==> config.mk <==
export PLATFORM = sky130hd
export DESIGN_NAME = display_select_controller
export DESIGN_NICKNAME = d
export VERILOG_FILES = /design/src/rtl/display_select_controller.sv
export SDC_FILE = /design/constraint.sdc
export NUM_CORES = 1
export LEC_CHECK = 0
export BUFFER_PORTS_ARGS = -buffer_cell sky130_fd_sc_hd__buf_2
export CELL_PAD_IN_SITES_DETAIL_PLACEMENT = 1
export CELL_PAD_IN_SITES_GLOBAL_PLACEMENT = 2
export CORE_MARGIN = 3
export CORE_UTILIZATION = 31
export DETAILED_ROUTE_END_ITERATION = 7
export PLACE_DENSITY_LB_ADDON = 0.08
export SLEW_MARGIN = 40
export SYNTH_ARGS = -nofsm -noshare
export SYNTH_HDL_FRONTEND = slang
export SYNTH_SLANG_ARGS = --single-unit
==> constraint.sdc <==
create_clock -name clk -period 1.8 [get_ports clk]
set_input_delay 0.36 -clock clk [delete_from_list [all_inputs] [get_ports clk]]
set_output_delay 0.36 -clock clk [all_outputs]
set_load 0.01 [all_outputs]
==> src/rtl/display_select_controller.sv <==
`default_nettype none
// ============================================================================
// Module      : display_select_controller
// Description : Page selector for the mirror display mux. A bouncing
//               "next page" button is synchronized and debounced, and each
//               debounced press steps a four-page FSM
//               (TEMP -> AVG -> INST -> MILES -> TEMP).
//               A low-fuel warning with hysteresis forces the MILES page
//               while it is active.
//               Optional feature macro: AUTO_SCROLL_EN adds a dwell timer
//               that steps the page automatically every DWELL_CYCLES.
// Revision    : 1.0 - initial release
// ============================================================================
module display_select_controller #(
  parameter int DEBOUNCE_CYCLES = 4,
  parameter int DWELL_CYCLES    = 16,
  parameter int LOW_MILES       = 20,
  parameter int HYST            = 5
) (
  input  logic       clk,
  input  logic       rst_n,
  input  logic       btn_next,
  input  logic [7:0] Miles_remaining,
  output logic [1:0] SS,
  output logic       sel_changed,
  output logic       low_fuel_warn
);

  // Debounce counter only ever reaches DEBOUNCE_CYCLES-1 before it is cleared.
  localparam int DB_W = (DEBOUNCE_CYCLES > 1) ? $clog2(DEBOUNCE_CYCLES + 1) : 1;
  localparam logic [DB_W-1:0] DB_LAST = DB_W'(DEBOUNCE_CYCLES - 1);

  // Thresholds are kept at 9 bits so LOW_MILES+HYST cannot wrap; a clear
  // threshold above 255 is never reached by the 8-bit input.
  localparam logic [8:0] SET_TH = 9'(LOW_MILES);
  localparam logic [8:0] CLR_TH = 9'(LOW_MILES + HYST);

  typedef enum logic [1:0] {
    TEMP  = 2'b00,
    AVG   = 2'b01,
    INST  = 2'b10,
    MILES = 2'b11
  } page_t;

  logic [1:0]      sync_q;
  logic            btn_sync;
  logic [DB_W-1:0] db_cnt;
  logic            deb_q;
  logic            deb_d;
  logic            btn_adv;
  logic            advance;
  page_t           state;
  page_t           state_next;
  logic            warn_next;
  logic [1:0]      ss_next;
  logic [8:0]      miles_ext;

  assign btn_sync  = sync_q[1];
  assign miles_ext = {1'b0, Miles_remaining};

  // Two-flop synchronizer for the asynchronous push-button.
  always_ff @(posedge clk or negedge rst_n) begin
    if (!rst_n) begin
      sync_q <= 2'b00;
    end else begin
      sync_q <= {sync_q[0], btn_next};
    end
  end

  // Debounce: accept a new level only after DEBOUNCE_CYCLES consecutive
  // disagreeing samples; any agreeing sample restarts the count.
  always_ff @(posedge clk or negedge rst_n) begin
    if (!rst_n) begin
      db_cnt <= '0;
      deb_q  <= 1'b0;
    end else if (btn_sync != deb_q) begin
      if (db_cnt == DB_LAST) begin
        deb_q  <= btn_sync;
        db_cnt <= '0;
      end else begin
        db_cnt <= db_cnt + 1'b1;
      end
    end else begin
      db_cnt <= '0;
    end
  end

  // Delayed copy of the debounced level for rising-edge detection.
  always_ff @(posedge clk or negedge rst_n) begin
    if (!rst_n) begin
      deb_d <= 1'b0;
    end else begin
      deb_d <= deb_q;
    end
  end

  // One advance event per debounced press; hold and release produce none.
  assign btn_adv = deb_q & ~deb_d;

`ifdef AUTO_SCROLL_EN
  localparam int DW_W = (DWELL_CYCLES > 1) ? $clog2(DWELL_CYCLES) : 1;
  localparam logic [DW_W-1:0] DW_LAST = DW_W'(DWELL_CYCLES - 1);

  logic [DW_W-1:0] dwell_q;
  logic            dwell_expire;

  // The dwell timer is frozen while the warning owns the display.
  assign dwell_expire = ~low_fuel_warn & (dwell_q == DW_LAST);

  // Dwell timer: restarts on a button press or on its own expiry.
  always_ff @(posedge clk or negedge rst_n) begin
    if (!rst_n) begin
      dwell_q <= '0;
    end else if (btn_adv || dwell_expire) begin
      dwell_q <= '0;
    end else if (!low_fuel_warn) begin
      dwell_q <= dwell_q + 1'b1;
    end
  end

  // A coincident press and expiry merge into a single step.
  assign advance = btn_adv | dwell_expire;
`else
  assign advance = btn_adv;
`endif

  // Page FSM state register.
  always_ff @(posedge clk or negedge rst_n) begin
    if (!rst_n) begin
      state <= TEMP;
    end else begin
      state <= state_next;
    end
  end

  // Page FSM next-state: step one page per advance event, wrapping at MILES.
  always_comb begin
    state_next = state;
    if (advance) begin
      case (state)
        TEMP:    state_next = AVG;
        AVG:     state_next = INST;
        INST:    state_next = MILES;
        MILES:   state_next = TEMP;
        default: state_next = TEMP;
      endcase
    end
  end

  // Warning with hysteresis, and the page the display should show next.
  always_comb begin
    warn_next = low_fuel_warn;
    if (miles_ext < SET_TH) begin
      warn_next = 1'b1;
    end else if (miles_ext >= CLR_TH) begin
      warn_next = 1'b0;
    end
    ss_next = warn_next ? 2'b11 : state_next;
  end

  // Registered outputs; sel_changed flags the first cycle of a new SS value.
  always_ff @(posedge clk or negedge rst_n) begin
    if (!rst_n) begin
      SS            <= 2'b00;
      sel_changed   <= 1'b0;
      low_fuel_warn <= 1'b0;
    end else begin
      SS            <= ss_next;
      sel_changed   <= (ss_next != SS);
      low_fuel_warn <= warn_next;
    end
  end

endmodule
`default_nettype wire

==> results by group <==
Status
  • Status: completed

Drt
  • Post-DR vias/cell: 4.66
  • DRT iter0 DRCs: 3
  • Vias: 401
  • Met1 WL: 486 um
  • Routed len/inst: 14.0 um
  • Post-route ant nets: 0
  • Met2 wire len: 601 um
  • Top layer in use: met4
  • Routed Wire Length: 1200 um
  • Met3 WL post-DR: 85 um
  • DRC violations left: 0
  • DRT Pass-1 Iters: 2

Floorplan
  • Die width: 48.6 um
  • Initial Util: 34.9%
  • Cell Rows: 14
  • Io pins: 15
  • Die area: 2360 um^2
  • Die Y: 48.6 um
  • Area of the core: 1610 um^2

Placed design
  • Number of port buffers: 14
  • DP Cell Count: 81
  • DP HPWL: 960 um
  • GPL Wtd Cong: 0.742
  • Place WS: 237 ps

Pwr
  • Combinational power share: 42.4%
  • Peak supply drop: 0.743 mV
  • Cell Int Power: 0.000721 W
  • Leak Pwr: 0.344 nW
  • Switching share of power: 36.7%
  • PD cells: 1630 nW/um^2
  • Net Switching: 0.000418 W
  • Register share of total power: 42.0%
  • Clock power share: 15.7%

GRT
  • GRT overflow: 0
  • Initial antenna violation count: 0
  • Vias in the first global route: 452
  • First-pass GRT wire length: 2020 um
  • GRT Resource Usage Total: 11.3%
  • Largest net degree at the start of global routing: 14

Critical path
  • Critical Path, Cell by Cell: inv_1 -> ha_1 -> mux2i_4 -> xnor2_1 -> o31ai_1 -> a32oi_1
  • CP arrival: 1720 ps
  • Critical Path End Type: flip-flop
  • Required @ worst endpoint: 1950 ps
  • Crit Path Max Fanout: 5
  • Slowest stage cell on the critical path: dfrtp_1
  • Crit Path Class: reg -> reg
  • Crit path buf inv count: 1
  • CP Launch Type: flip-flop
  • Family with the most delay on the worst path: flip-flops
  • CP peak stage delay: 430 ps

Timing
  • Final setup violation count: 0
  • Tightest Pin Transition: 296 ps
  • Clock skew: 2.51 ps
  • Slew margin rel.: 80.2%
  • Period utilization: 87.3%
  • F_max: 0.636 GHz
  • Crit path time final: 1570 ps
  • Setup_tns: 0 ps
  • Max Slew Vio Count: 0
  • Final worst slack: 228 ps
  • Final hold violation count: 0
  • Unrepaired setup endpoints after global routing: false

Logic synthesis
  • Syn avg cell area: 13.1 um^2
  • Post-Syn Area: 562 um^2
  • Most used DFF post-synth: dfrtp_1
  • Post-Syn Instances: 43
  • Register area share after synthesis: 57.9%
  • Top-count cell post-synth: dfrtp_1
  • #FFs+latches synth: 13
  • Post-synth top area cell: dfrtp_1
  • Post-synth EDFFs: 0
  • Post-synth cell types: 21
  • Syn. warnings: 0
  • Net count after synthesis: 57
  • FFs w/ async S/R, synth: 100%
  • Most frequent cells after synthesis: 13 x dfrtp_1, 5 x inv_1, 3 x ha_1
  • Top-area cell type share of the netlist area: 57.9%
  • Top cells by area, synth: dfrtp_1 58%, ha_1 6.7%, mux2i_4 4.0%

Flow run
  • Max_cap viols: 0

Clock tree
  • CTS Sinks: 13
  • CTS tree: done
  • Worst-path clk slew: 80 ps
  • H-tree levels: 1
  • Root Driver: clkbuf_4
  • TritonCTS Buffers: 3
  • Post_cts resized: 0
  • Hold_buf cts: 1
  • Clock Latency Late Sink: 270 ps
  • Setup bufs post-CTS: 0
  • CTS Buffer Depth: 2

Finish
  • Share of layout cells above drive strength 1: 33.9%
  • Cell Count, Final, Fillers Out: 86
  • Layout area overhead: 24.3%
  • Layout Nets: 77
  • N_diodes: 0

Min path
  • Type of the worst min-delay path: in -> reg
## layer usage
layer	vias to the layer above	global-route usage [%]
li1	185	-
met3	5	2.76
met4	0	5.69
met5	-	0
met2	17	20.9
met1	194	11.7
## per-stage QoR
stage | hold slack, ps | utilization [%] | total power [W] | cell area (um^2)
global placement | 254 | 41.1 | 0.000916 | 662
global route | 186 | 43.3 | 0.00124 | 698
finish | 188 | 43.3 | 0.00114 | 698
CTS | 185 | 43.3 | 0.00115 | 698
floorplan | 64.4 | - | 0.000823 | 562
detailed placement | 262 | 41.1 | 0.000969 | 662
## layout make-up
type	count	area, um^2
sequential	13	325
inverter	6	22.5
multi-input combinational	24	214
clock buffer	4	26.3
fill	200	913
tap	24	30.0
timing repair buffer	15	80.1
## logic make-up after synthesis
group	after synthesis	synth area share, %
AND/OR/NAND/NOR	11	12.9
buffers and inverters	6	4.01
adder cells (fa/ha/maj)	3	6.68
XOR/XNOR	2	3.12
multiplexers	3	8.68
AO/OA/AOI/OAI	5	6.68
flip-flops	13	57.9
## registers in the layout, indices dropped and copies added, names as in the netlist
register       cells
sel_changed        1
db_cnt             3
state              2
SS                 2
deb_q              1
deb_d              1
sync_q             2
low_fuel_warn      1
## power by group through the flow
stage	clock network, W	registers [W]	logic (W)
3_5_place_dp	0	0.000485	0.000483
5_1_grt	0.000199	0.000498	0.000540
3_3_place_gp	0	0.000470	0.000446
2_1_floorplan	0	0.000479	0.000344
4_1_cts	0.000182	0.000481	0.000491
6_report	0.000179	0.000478	0.000482
## placed cells by master (no fill, tap or decap), drive strengths merged
master	count
mux2i	1
o21ai	1
dlygate4sd3	1
nor3	2
mux2	2
nand4bb	1
o31ai	1
xnor2	2
ha	3
nand3	1
o311ai	1
a32oi	1
nor3b	2
nor2	1
inv	6
o211ai	1
nor2b	2
clkbuf	4
nand2	2
buf	14
dfrtp	13
## path summary, 6_finish.rpt
| check | start | to | slack (ps) | cells past startpoint |
|---|---|---|---|---|
| max | state[1] | sel_changed | 230 | 6 |
| min | btn_next | sync_q[0] | 190 | 1 |
| min reg2reg | sync_q[0] | sync_q[1] | 370 | 0 |
| max reg2reg | state[1] | sel_changed | 230 | 6 |
| min in group asynchronous | rst_n | low_fuel_warn | 500 | 2 |
| max in group asynchronous | rst_n | db_cnt[0] | 1070 | 2 |
Power figures use the tool's default switching activity.
